[src/rtl/serv_sysdec_if.sv]
// serv_sysdec_if: groups the fetch/execute handshake and the decode result
// bundle of serv_sysdec.
//   Fetch side : i_wb_rdt (instr[31:2]), i_wb_en (accept strobe)
//   Execute    : i_cnt_done (instruction complete)
//   Debug/IRQ  : i_dbg_halt, i_dbg_step, i_irq_pending
//   Decode out : o_csr_en, o_csr_addr, o_csr_int_en, o_csr_source, o_csr_imm_en,
//                o_ecall, o_ebreak, o_mret, o_dret, o_illegal
//   Control out: o_wfi_stall, o_dbg_mode, o_dbg_delay, o_dbg_cause
// Modport slave is the decoder; modport master is the core/driver side.
interface serv_sysdec_if #(
    parameter int CSR_AW = 3
);
    logic [29:0]       i_wb_rdt;
    logic              i_wb_en;
    logic              i_cnt_done;
    logic              i_dbg_halt;
    logic              i_dbg_step;
    logic              i_irq_pending;
    logic              o_csr_en;
    logic [CSR_AW-1:0] o_csr_addr;
    logic [5:0]        o_csr_int_en;
    logic [1:0]        o_csr_source;
    logic              o_csr_imm_en;
    logic              o_ecall;
    logic              o_ebreak;
    logic              o_mret;
    logic              o_dret;
    logic              o_illegal;
    logic              o_wfi_stall;
    logic              o_dbg_mode;
    logic              o_dbg_delay;
    logic [2:0]        o_dbg_cause;

    modport slave (
        input  i_wb_rdt, i_wb_en, i_cnt_done, i_dbg_halt, i_dbg_step, i_irq_pending,
        output o_csr_en, o_csr_addr, o_csr_int_en, o_csr_source, o_csr_imm_en,
               o_ecall, o_ebreak, o_mret, o_dret, o_illegal,
               o_wfi_stall, o_dbg_mode, o_dbg_delay, o_dbg_cause
    );

    modport master (
        output i_wb_rdt, i_wb_en, i_cnt_done, i_dbg_halt, i_dbg_step, i_irq_pending,
        input  o_csr_en, o_csr_addr, o_csr_int_en, o_csr_source, o_csr_imm_en,
               o_ecall, o_ebreak, o_mret, o_dret, o_illegal,
               o_wfi_stall, o_dbg_mode, o_dbg_delay, o_dbg_cause
    );
endinterface

[src/rtl/serv_sysdec.sv]
// serv_sysdec: SYSTEM-opcode / CSR decoder with debug entry/exit FSM and WFI
// stall for the bit-serial core. Instruction fields are latched on fetch;
// all decode outputs are combinational from those fields and the FSM state.
// Ports: clk, i_rst (async, active-high), bus (serv_sysdec_if.slave; see the
// interface file for the signal list).
// Parameters: CSR_AW (2 or 3; 2 drops RF debug CSR slots), WITH_DBG, WITH_WFI.
module serv_sysdec #(
    parameter int CSR_AW   = 3,
    parameter int WITH_DBG = 1,
    parameter int WITH_WFI = 1
) (
    input  logic         clk,
    input  logic         i_rst,
    serv_sysdec_if.slave bus
);

    typedef enum logic [1:0] {
        ST_RUN     = 2'd0,
        ST_HALTING = 2'd1,
        ST_DEBUG   = 2'd2,
        ST_RESUME  = 2'd3
    } state_t;

    localparam logic [4:0] OP_SYS    = 5'b11100;
    localparam logic [4:0] OP_NOP    = 5'b00100;
    localparam logic       DBG_EN    = 1'(WITH_DBG != 0);
    localparam logic       WFI_EN    = 1'(WITH_WFI != 0);
    localparam state_t     RST_STATE = (WITH_DBG != 0) ? ST_RESUME : ST_RUN;

    state_t      state_q, state_d;
    logic [4:0]  opcode_q;
    logic [2:0]  funct3_q;
    logic [11:0] imm_q;
    logic [2:0]  cause_q, cause_d;
    logic        stall_q, stall_d;
    logic        fetched_q, fetched_d;

    logic [4:0]  f_opcode_s;
    logic [2:0]  f_funct3_s;
    logic [11:0] f_imm_s;
    logic        subst_s, f_ebreak_s, f_wfi_s;

    logic        sys_s, priv_s, csr_s, dbg_mode_s;
    logic        ecall_s, ebreak_s, mret_s, dret_s, priv_bad_s;
    logic        rf_hit_s, dbg_csr_s, rf_dbg_s, unknown_s, dbg_blk_s, csr_ok_s;
    logic [2:0]  rf_slot_s;
    logic [5:0]  int_sel_s;
    logic        unused_s;

    // rd/rs1 are not needed here; the main decoder owns them.
    assign unused_s = ^{bus.i_wb_rdt[17:13], bus.i_wb_rdt[9:5], rf_slot_s[2]};

    assign dbg_mode_s = DBG_EN && (state_q == ST_DEBUG);

    // Fetch mux: in RUN a pending halt/step replaces the fetched word with ebreak.
    always_comb begin
        subst_s = DBG_EN && (state_q == ST_RUN) && (bus.i_dbg_halt || bus.i_dbg_step);
        if (subst_s) begin
            f_opcode_s = OP_SYS;
            f_funct3_s = 3'b000;
            f_imm_s    = 12'h001;
        end else begin
            f_opcode_s = bus.i_wb_rdt[4:0];
            f_funct3_s = bus.i_wb_rdt[12:10];
            f_imm_s    = bus.i_wb_rdt[29:18];
        end
        f_ebreak_s = (f_opcode_s == OP_SYS) && (f_funct3_s == 3'b000) && (f_imm_s == 12'h001);
        f_wfi_s    = WFI_EN && (f_opcode_s == OP_SYS) && (f_funct3_s == 3'b000)
                     && (f_imm_s == 12'h105);
    end

    // State, latched instruction fields, debug cause and WFI stall registers.
    always_ff @(posedge clk or posedge i_rst) begin
        if (i_rst) begin
            state_q   <= RST_STATE;
            opcode_q  <= OP_NOP;
            funct3_q  <= 3'b000;
            imm_q     <= 12'h000;
            cause_q   <= 3'd0;
            stall_q   <= 1'b0;
            fetched_q <= 1'b0;
        end else begin
            state_q   <= state_d;
            cause_q   <= cause_d;
            stall_q   <= stall_d;
            fetched_q <= fetched_d;
            if (bus.i_wb_en) begin
                opcode_q <= f_opcode_s;
                funct3_q <= f_funct3_s;
                imm_q    <= f_imm_s;
            end
        end
    end

    // Privileged-op decode of the latched immediate (funct3 = 000).
    always_comb begin
        sys_s      = (opcode_q == OP_SYS);
        priv_s     = sys_s && (funct3_q == 3'b000);
        csr_s      = sys_s && (funct3_q != 3'b000);
        ecall_s    = 1'b0;
        ebreak_s   = 1'b0;
        mret_s     = 1'b0;
        dret_s     = 1'b0;
        priv_bad_s = 1'b0;
        case (imm_q)
            12'h000: ecall_s    = 1'b1;
            12'h001: ebreak_s   = 1'b1;
            12'h302: mret_s     = 1'b1;
            12'h7b2: dret_s     = 1'b1;
            12'h105: priv_bad_s = 1'b0;  // wfi: stall is handled at fetch time
            default: priv_bad_s = 1'b1;
        endcase
    end

    // Full 12-bit CSR address table: RF slots, internal one-hot, debug flags.
    always_comb begin
        rf_hit_s  = 1'b0;
        rf_slot_s = 3'd0;
        int_sel_s = 6'd0;
        dbg_csr_s = 1'b0;
        rf_dbg_s  = 1'b0;
        unknown_s = 1'b0;
        case (imm_q)
            12'h340: begin rf_hit_s = 1'b1; rf_slot_s = 3'd0; end
            12'h341: begin rf_hit_s = 1'b1; rf_slot_s = 3'd1; end
            12'h343: begin rf_hit_s = 1'b1; rf_slot_s = 3'd2; end
            12'h305: begin rf_hit_s = 1'b1; rf_slot_s = 3'd3; end
            12'h7b1: begin rf_hit_s = 1'b1; rf_slot_s = 3'd5; dbg_csr_s = 1'b1; rf_dbg_s = 1'b1; end
            12'h7b2: begin rf_hit_s = 1'b1; rf_slot_s = 3'd6; dbg_csr_s = 1'b1; rf_dbg_s = 1'b1; end
            12'h7b3: begin rf_hit_s = 1'b1; rf_slot_s = 3'd7; dbg_csr_s = 1'b1; rf_dbg_s = 1'b1; end
            12'h300: int_sel_s = 6'b000001;
            12'h304: int_sel_s = 6'b000010;
            12'h342: int_sel_s = 6'b000100;
            12'h301: int_sel_s = 6'b001000;
            12'hf14: int_sel_s = 6'b010000;
            12'h7b0: begin int_sel_s = 6'b100000; dbg_csr_s = 1'b1; end
            default: unknown_s = 1'b1;
        endcase
    end

    // Debug CSRs need debug mode; RF debug slots do not exist in a 2-bit RF map.
    assign dbg_blk_s = dbg_csr_s && (!dbg_mode_s || (rf_dbg_s && (CSR_AW == 2)));
    assign csr_ok_s  = csr_s && !unknown_s && !dbg_blk_s;

    // Debug FSM next state, cause capture and RESUME fetch tracking.
    always_comb begin
        state_d   = state_q;
        cause_d   = cause_q;
        fetched_d = fetched_q;
        case (state_q)
            ST_RUN: begin
                fetched_d = 1'b0;
                if (bus.i_wb_en && subst_s) begin
                    state_d = ST_HALTING;
                    cause_d = bus.i_dbg_step ? 3'd4 : 3'd3;
                end else if (bus.i_wb_en && f_ebreak_s) begin
                    state_d = ST_HALTING;
                    cause_d = 3'd1;
                end else begin
                    state_d = ST_RUN;
                end
            end
            ST_HALTING: begin
                if (bus.i_cnt_done) state_d = ST_DEBUG;
                else                state_d = ST_HALTING;
            end
            ST_DEBUG: begin
                fetched_d = 1'b0;
                if (priv_s && dret_s && bus.i_cnt_done) state_d = ST_RESUME;
                else                                     state_d = ST_DEBUG;
            end
            ST_RESUME: begin
                // Leave only once an instruction fetched after entry completes.
                if (fetched_q && bus.i_cnt_done) begin
                    state_d   = ST_RUN;
                    fetched_d = 1'b0;
                end else if (bus.i_wb_en) begin
                    fetched_d = 1'b1;
                end else begin
                    fetched_d = fetched_q;
                end
            end
            default: state_d = RST_STATE;
        endcase
        if (!DBG_EN) begin
            state_d   = ST_RUN;
            cause_d   = 3'd0;
            fetched_d = 1'b0;
        end else begin
            fetched_d = fetched_d;
        end
    end

    // WFI stall: a wake source present in the latch cycle wins over setting.
    always_comb begin
        if (bus.i_irq_pending || bus.i_dbg_halt) begin
            stall_d = 1'b0;
        end else if (bus.i_wb_en && f_wfi_s) begin
            stall_d = 1'b1;
        end else begin
            stall_d = stall_q;
        end
    end

    assign bus.o_csr_en     = csr_ok_s && rf_hit_s;
    assign bus.o_csr_addr   = (csr_ok_s && rf_hit_s) ? rf_slot_s[CSR_AW-1:0] : {CSR_AW{1'b0}};
    assign bus.o_csr_int_en = csr_ok_s ? int_sel_s : 6'd0;
    assign bus.o_csr_source = funct3_q[1:0];
    assign bus.o_csr_imm_en = sys_s && funct3_q[2];
    assign bus.o_ecall      = priv_s && ecall_s;
    assign bus.o_ebreak     = priv_s && ebreak_s;
    assign bus.o_mret       = priv_s && mret_s;
    assign bus.o_dret       = priv_s && dret_s && dbg_mode_s;
    assign bus.o_illegal    = (csr_s && !csr_ok_s)
                              || (priv_s && (priv_bad_s || (dret_s && !dbg_mode_s)));
    assign bus.o_wfi_stall  = stall_q;
    assign bus.o_dbg_mode   = dbg_mode_s;
    assign bus.o_dbg_delay  = DBG_EN && (state_q == ST_RESUME);
    assign bus.o_dbg_cause  = DBG_EN ? cause_q : 3'd0;

endmodule

[src/flat_wrapper.sv]
// flat-port wrapper written by rule: the top's interface ports become plain ports
module serv_sysdec_flat 
#(
    parameter int CSR_AW   = 3,
    parameter int WITH_DBG = 1,
    parameter int WITH_WFI = 1
)
  (clk, i_rst, bus_i_wb_rdt, bus_i_wb_en, bus_i_cnt_done, bus_i_dbg_halt, bus_i_dbg_step, bus_i_irq_pending, bus_o_csr_en, bus_o_csr_addr, bus_o_csr_int_en, bus_o_csr_source, bus_o_csr_imm_en, bus_o_ecall, bus_o_ebreak, bus_o_mret, bus_o_dret, bus_o_illegal, bus_o_wfi_stall, bus_o_dbg_mode, bus_o_dbg_delay, bus_o_dbg_cause);
  serv_sysdec_if #(.CSR_AW(CSR_AW)) bus_i ();
  input  logic clk;
  input  logic i_rst;
  input wire logic [$bits(bus_i.i_wb_rdt)-1:0] bus_i_wb_rdt;
  input wire logic [$bits(bus_i.i_wb_en)-1:0] bus_i_wb_en;
  input wire logic [$bits(bus_i.i_cnt_done)-1:0] bus_i_cnt_done;
  input wire logic [$bits(bus_i.i_dbg_halt)-1:0] bus_i_dbg_halt;
  input wire logic [$bits(bus_i.i_dbg_step)-1:0] bus_i_dbg_step;
  input wire logic [$bits(bus_i.i_irq_pending)-1:0] bus_i_irq_pending;
  output wire logic [$bits(bus_i.o_csr_en)-1:0] bus_o_csr_en;
  output wire logic [$bits(bus_i.o_csr_addr)-1:0] bus_o_csr_addr;
  output wire logic [$bits(bus_i.o_csr_int_en)-1:0] bus_o_csr_int_en;
  output wire logic [$bits(bus_i.o_csr_source)-1:0] bus_o_csr_source;
  output wire logic [$bits(bus_i.o_csr_imm_en)-1:0] bus_o_csr_imm_en;
  output wire logic [$bits(bus_i.o_ecall)-1:0] bus_o_ecall;
  output wire logic [$bits(bus_i.o_ebreak)-1:0] bus_o_ebreak;
  output wire logic [$bits(bus_i.o_mret)-1:0] bus_o_mret;
  output wire logic [$bits(bus_i.o_dret)-1:0] bus_o_dret;
  output wire logic [$bits(bus_i.o_illegal)-1:0] bus_o_illegal;
  output wire logic [$bits(bus_i.o_wfi_stall)-1:0] bus_o_wfi_stall;
  output wire logic [$bits(bus_i.o_dbg_mode)-1:0] bus_o_dbg_mode;
  output wire logic [$bits(bus_i.o_dbg_delay)-1:0] bus_o_dbg_delay;
  output wire logic [$bits(bus_i.o_dbg_cause)-1:0] bus_o_dbg_cause;
  assign bus_i.i_wb_rdt = bus_i_wb_rdt;
  assign bus_i.i_wb_en = bus_i_wb_en;
  assign bus_i.i_cnt_done = bus_i_cnt_done;
  assign bus_i.i_dbg_halt = bus_i_dbg_halt;
  assign bus_i.i_dbg_step = bus_i_dbg_step;
  assign bus_i.i_irq_pending = bus_i_irq_pending;
  assign bus_o_csr_en = bus_i.o_csr_en;
  assign bus_o_csr_addr = bus_i.o_csr_addr;
  assign bus_o_csr_int_en = bus_i.o_csr_int_en;
  assign bus_o_csr_source = bus_i.o_csr_source;
  assign bus_o_csr_imm_en = bus_i.o_csr_imm_en;
  assign bus_o_ecall = bus_i.o_ecall;
  assign bus_o_ebreak = bus_i.o_ebreak;
  assign bus_o_mret = bus_i.o_mret;
  assign bus_o_dret = bus_i.o_dret;
  assign bus_o_illegal = bus_i.o_illegal;
  assign bus_o_wfi_stall = bus_i.o_wfi_stall;
  assign bus_o_dbg_mode = bus_i.o_dbg_mode;
  assign bus_o_dbg_delay = bus_i.o_dbg_delay;
  assign bus_o_dbg_cause = bus_i.o_dbg_cause;
  serv_sysdec #(.CSR_AW(CSR_AW), .WITH_DBG(WITH_DBG), .WITH_WFI(WITH_WFI)) u_core (.clk(clk), .i_rst(i_rst), .bus(bus_i));
endmodule
[config.mk]
export PLATFORM = sky130hd
export DESIGN_NAME = serv_sysdec_flat
export DESIGN_NICKNAME = d
export VERILOG_FILES = /design/src/rtl/serv_sysdec_if.sv /design/src/rtl/serv_sysdec.sv /design/src/flat_wrapper.sv
export SDC_FILE = /design/constraint.sdc
export NUM_CORES = 1
export LEC_CHECK = 0
export CAP_MARGIN = 20
export CORE_ASPECT_RATIO = 0.75
export CORE_MARGIN = 2
export CORE_UTILIZATION = 40
export DETAILED_ROUTE_END_ITERATION = 6
export PLACE_DENSITY = 0.87
export SYNTH_ARGS = -nofsm -noshare
export SYNTH_HDL_FRONTEND = slang
export SYNTH_SLANG_ARGS = --single-unit
[constraint.sdc]
create_clock -name clk -period 1.8 [get_ports clk]
set_input_delay 0.36 -clock clk [delete_from_list [all_inputs] [get_ports clk]]
set_output_delay 0.36 -clock clk [all_outputs]
set_load 0.05 [all_outputs]
==> results.json <==
{
  "dp.cells": 361,
  "data_required_time_at_the_worst_endpoint_ns": 1.44,
  "fin_tns_setup_ns": -9.85,
  "synth.top_cells.by_area": "sky130_fd_sc_hd__dfrtp_1, sky130_fd_sc_hd__nand3_1, sky130_fd_sc_hd__o21ai_0, sky130_fd_sc_hd__dfstp_2, sky130_fd_sc_hd__inv_1",
  "grt_start_max_net_pins": 38,
  "crit_fanout": 7,
  "non_filler_cells_final": 374,
  "drc_errors_left": 0,
  "static_leakage_nw": 1.48,
  "wire_length_of_the_first_global_routing_pass_mm": 10.2,
  "holdWs_ns": 0.401,
  "final_net_count": 357,
  "synth.cells.most_frequent": "sky130_fd_sc_hd__dfrtp_1, sky130_fd_sc_hd__inv_1, sky130_fd_sc_hd__nor2_1, sky130_fd_sc_hd__nand3_1, sky130_fd_sc_hd__o21ai_0",
  "grt_overflow_total": 0,
  "synth_largest_area_cell": "sky130_fd_sc_hd__dfrtp_1",
  "final_period_minus_worst_setup_slack_ns": 2.63,
  "synth_seq_cells": 27,
  "detailed_route_wire_length_per_cell_um": 19.6,
  "core_area_um2": 4050,
  "io-pin-count": 61,
  "area_delta_synth_final_pct": 96.7,
  "gpl.final_weighted_congestion": 0.992,
  "timing.slew.headroom_pct": 68.2,
  "io_buffers": 50,
  "dr.pass1.iters": 5,
  "number_of_vias_after_detailed_routing": 2202,
  "start_kind": "register",
  "drive_gt1_share_pct": 51.1,
  "maxClockFrequency_ghz": 0.380,
  "detailed_place.area_um2": 2910,
  "critical_path.reg2reg.endpoint": "u_core.state_q[0]",
  "status": "complete, but fails checks",
  "finalCritPeriodShare_pct": 146,
  "stdcell_area_um2": 3330,
  "clock_path_buffers": 2,
  "cts.sink_count": 27,
  "antenna_violations_before_repair": 0,
  "post-route-util_pct": 82.1,
  "synth.avg_cell_area_um2": 8.50,
  "drt-initial-drc-count": 233,
  "worstHoldPathType": "primary input to register",
  "critPathKind": "register to primary output",
  "die_w_um": 79.1,
  "synth.cell_area_um2": 1690,
  "setup_viol": 18,
  "endpoint": "bus_o_illegal",
  "cts_buffers": 3,
  "synthDistinctLibCells": 55,
  "worstMarginPinSlew_ns": 0.473,
  "place_hpwl_mm": 4.44,
  "worst_path_max_delay_cell": "sky130_fd_sc_hd__nor4_1",
  "seq_area_um2": 683,
  "die-area_um2": 4770,
  "synth_sequential_area_ratio_pct": 40.2,
  "max_cap_violations": 0,
  "worst-r2r-cell-count": 9,
  "clk-insertion-delay-late_ns": 0.28,
  "multi_input_area_um2": 1190,
  "die_h_um": 60.3,
  "cts.clk_slew.worst_paths_ns": 0.10,
  "post_synthesis_net_count": 236,
  "violations": "setup timing",
  "initial_utilization_pct": 41.7,
  "yosys_most_used_dff": "sky130_fd_sc_hd__dfrtp_1",
  "ff2ff_setup_slack_ns": -0.17,
  "ir_drop_worst_case_vdd_uv": 939,
  "number_of_enable_type_register_cells_in_the_synthesized_netlist": 0,
  "worst-endpoint-arrival_ns": 2.27,
  "route.detailed.vias_per_inst": 5.89,
  "routed_wl_mm": 7.34,
  "skew_ns": 0.00328,
  "combined_global_route_utilization_of_all_metal_layers_pct": 28.2,
  "synth.yosys.warnings": 0,
  "antennaDiodeCount": 0,
  "cp_cell_sequence": "nor4_1 > o2111ai_2 > o211ai_4 > nor2_1 > a221o_2 > buf_6",
  "grt_setup_unrepaired": "yes",
  "htreeDepth": 1,
  "post-route-worst-setup-slack_ns": -0.830,
  "grt_pass1_vias": 2024,
  "cts_tree": "done",
  "power_density_nw_per_um2": 842,
  "finalHoldViolCount": 0,
  "synthesis.instances": 199,
  "route.antenna.remaining_nets": 0,
  "total_power_mw": 2.80,
  "timing.final.max_slew_violations": 0,
  "synth_async_sr_flop_share_pct": 100,
  "dp_slack_ns": -0.455,
  "fraction_of_post_synthesis_cell_area_in_the_top_cell_type_by_area_pct": 35.5,
  "critical_path.reg2reg.startpoint": "u_core.imm_q[4]",
  "synth.most_common_cell": "sky130_fd_sc_hd__dfrtp_1",
  "cp-startpoint": "u_core.imm_q[1]",
  "cts.root.buffer_cell": "sky130_fd_sc_hd__clkbuf_8",
  "floorplan.rows": 20,
  "cp-end-kind": "primary output",
  "cpPeakStageDelay_ns": 0.50,
  "num-fill-cells": 213
}
-- worst min-delay path by stage --
stage | from | endpoint | cells past startpoint
floorplan | i_rst | u_core.bus.o_dbg_cause[0] | 1
global placement | u_core.bus.o_dbg_cause[1] | u_core.bus.o_dbg_cause[1] | 1
detailed placement | u_core.bus.o_dbg_cause[1] | u_core.bus.o_dbg_cause[1] | 1
CTS | i_rst | u_core.bus.o_dbg_cause[1] | 3
global route | bus_i_wb_rdt[23] | u_core.imm_q[5] | 3
finish | bus_i_wb_rdt[25] | u_core.imm_q[7] | 3
-- final cells by class --
class                           instances  area share (%)
Timing Repair Buffer                  127            37.7
Multi-Input combinational cell        140            35.7
Sequential cell                        27            20.5
Inverter                               21            2.44
Tap cell                               55            2.07
Clock buffer                            3            1.24
Clock inverter                          1           0.263
-- state kept, by name, indices dropped and copies added (netlist names), named ones only --
register	flops
u_core.funct3_q	3
u_core.state_q	1
u_core.bus.o_dbg_cause	3
u_core.imm_q	12
u_core.opcode_q	5
u_core.bus.o_wfi_stall	1
u_core.fetched_q	1
-- cell usage in the layout (no fill, tap or decap), drive strengths merged, types with 2 or more instances in the layout --
cell           count
nand2              8
o21ai             19
nor3               7
a31oi              2
and2               2
nor2              22
a21oi              6
o2111ai            2
nand3b             2
buf              100
nor4b              2
nand4              4
nand2b             4
clkdlybuf4s50     23
nor4               9
a21o               2
and3               3
inv               22
dfstp              3
nand3             21
dlymetal6s2s       3
dfrtp             24
clkbuf             4
-- what timing repair did --
action,CTS,global route
gates resized for setup,28,34
endpoints found under the setup margin,21,22
buffers inserted,10,2
hold buffers,0,0
pin swaps,20,16
endpoints found under the hold margin,0,0
-- cells by family (layout without fill, tap and decap cells) --
kind of cell	Yosys count	after routing	synth area share, %
simple gates	94	94	33.9
mux	1	1	0.666
buf+inv	32	152	7.69
flops	27	27	40.2
compound gates	45	45	17.6
-- per-layer routing --
metal | track usage, % | wire length (um) | vias to the layer above
li1 | - | - | 958
met3 | 4.98 | 612 | 30
met2 | 49.0 | 3630 | 157
met1 | 35.7 | 2800 | 1057
met5 | 0 | 0 | -
met4 | 11.1 | 291 | 0
-- report_power, final --
part / internal (mW) / switching, mW / total, mW
clock: 0.163 / 0.209 / 0.372
combinational: 0.693 / 0.840 / 1.53
sequential: 0.758 / 0.138 / 0.896
total: 1.61 / 1.19 / 2.80
-- worst max-delay path: cells and delay by family, from the launching register on --
family,cells,cell delay (ns)
compound gates,3,0.76
buf+inv,1,0.16
flops,1,0.49
simple gates,2,0.58
No activity file was read; power rests on OpenSTA's default activity.
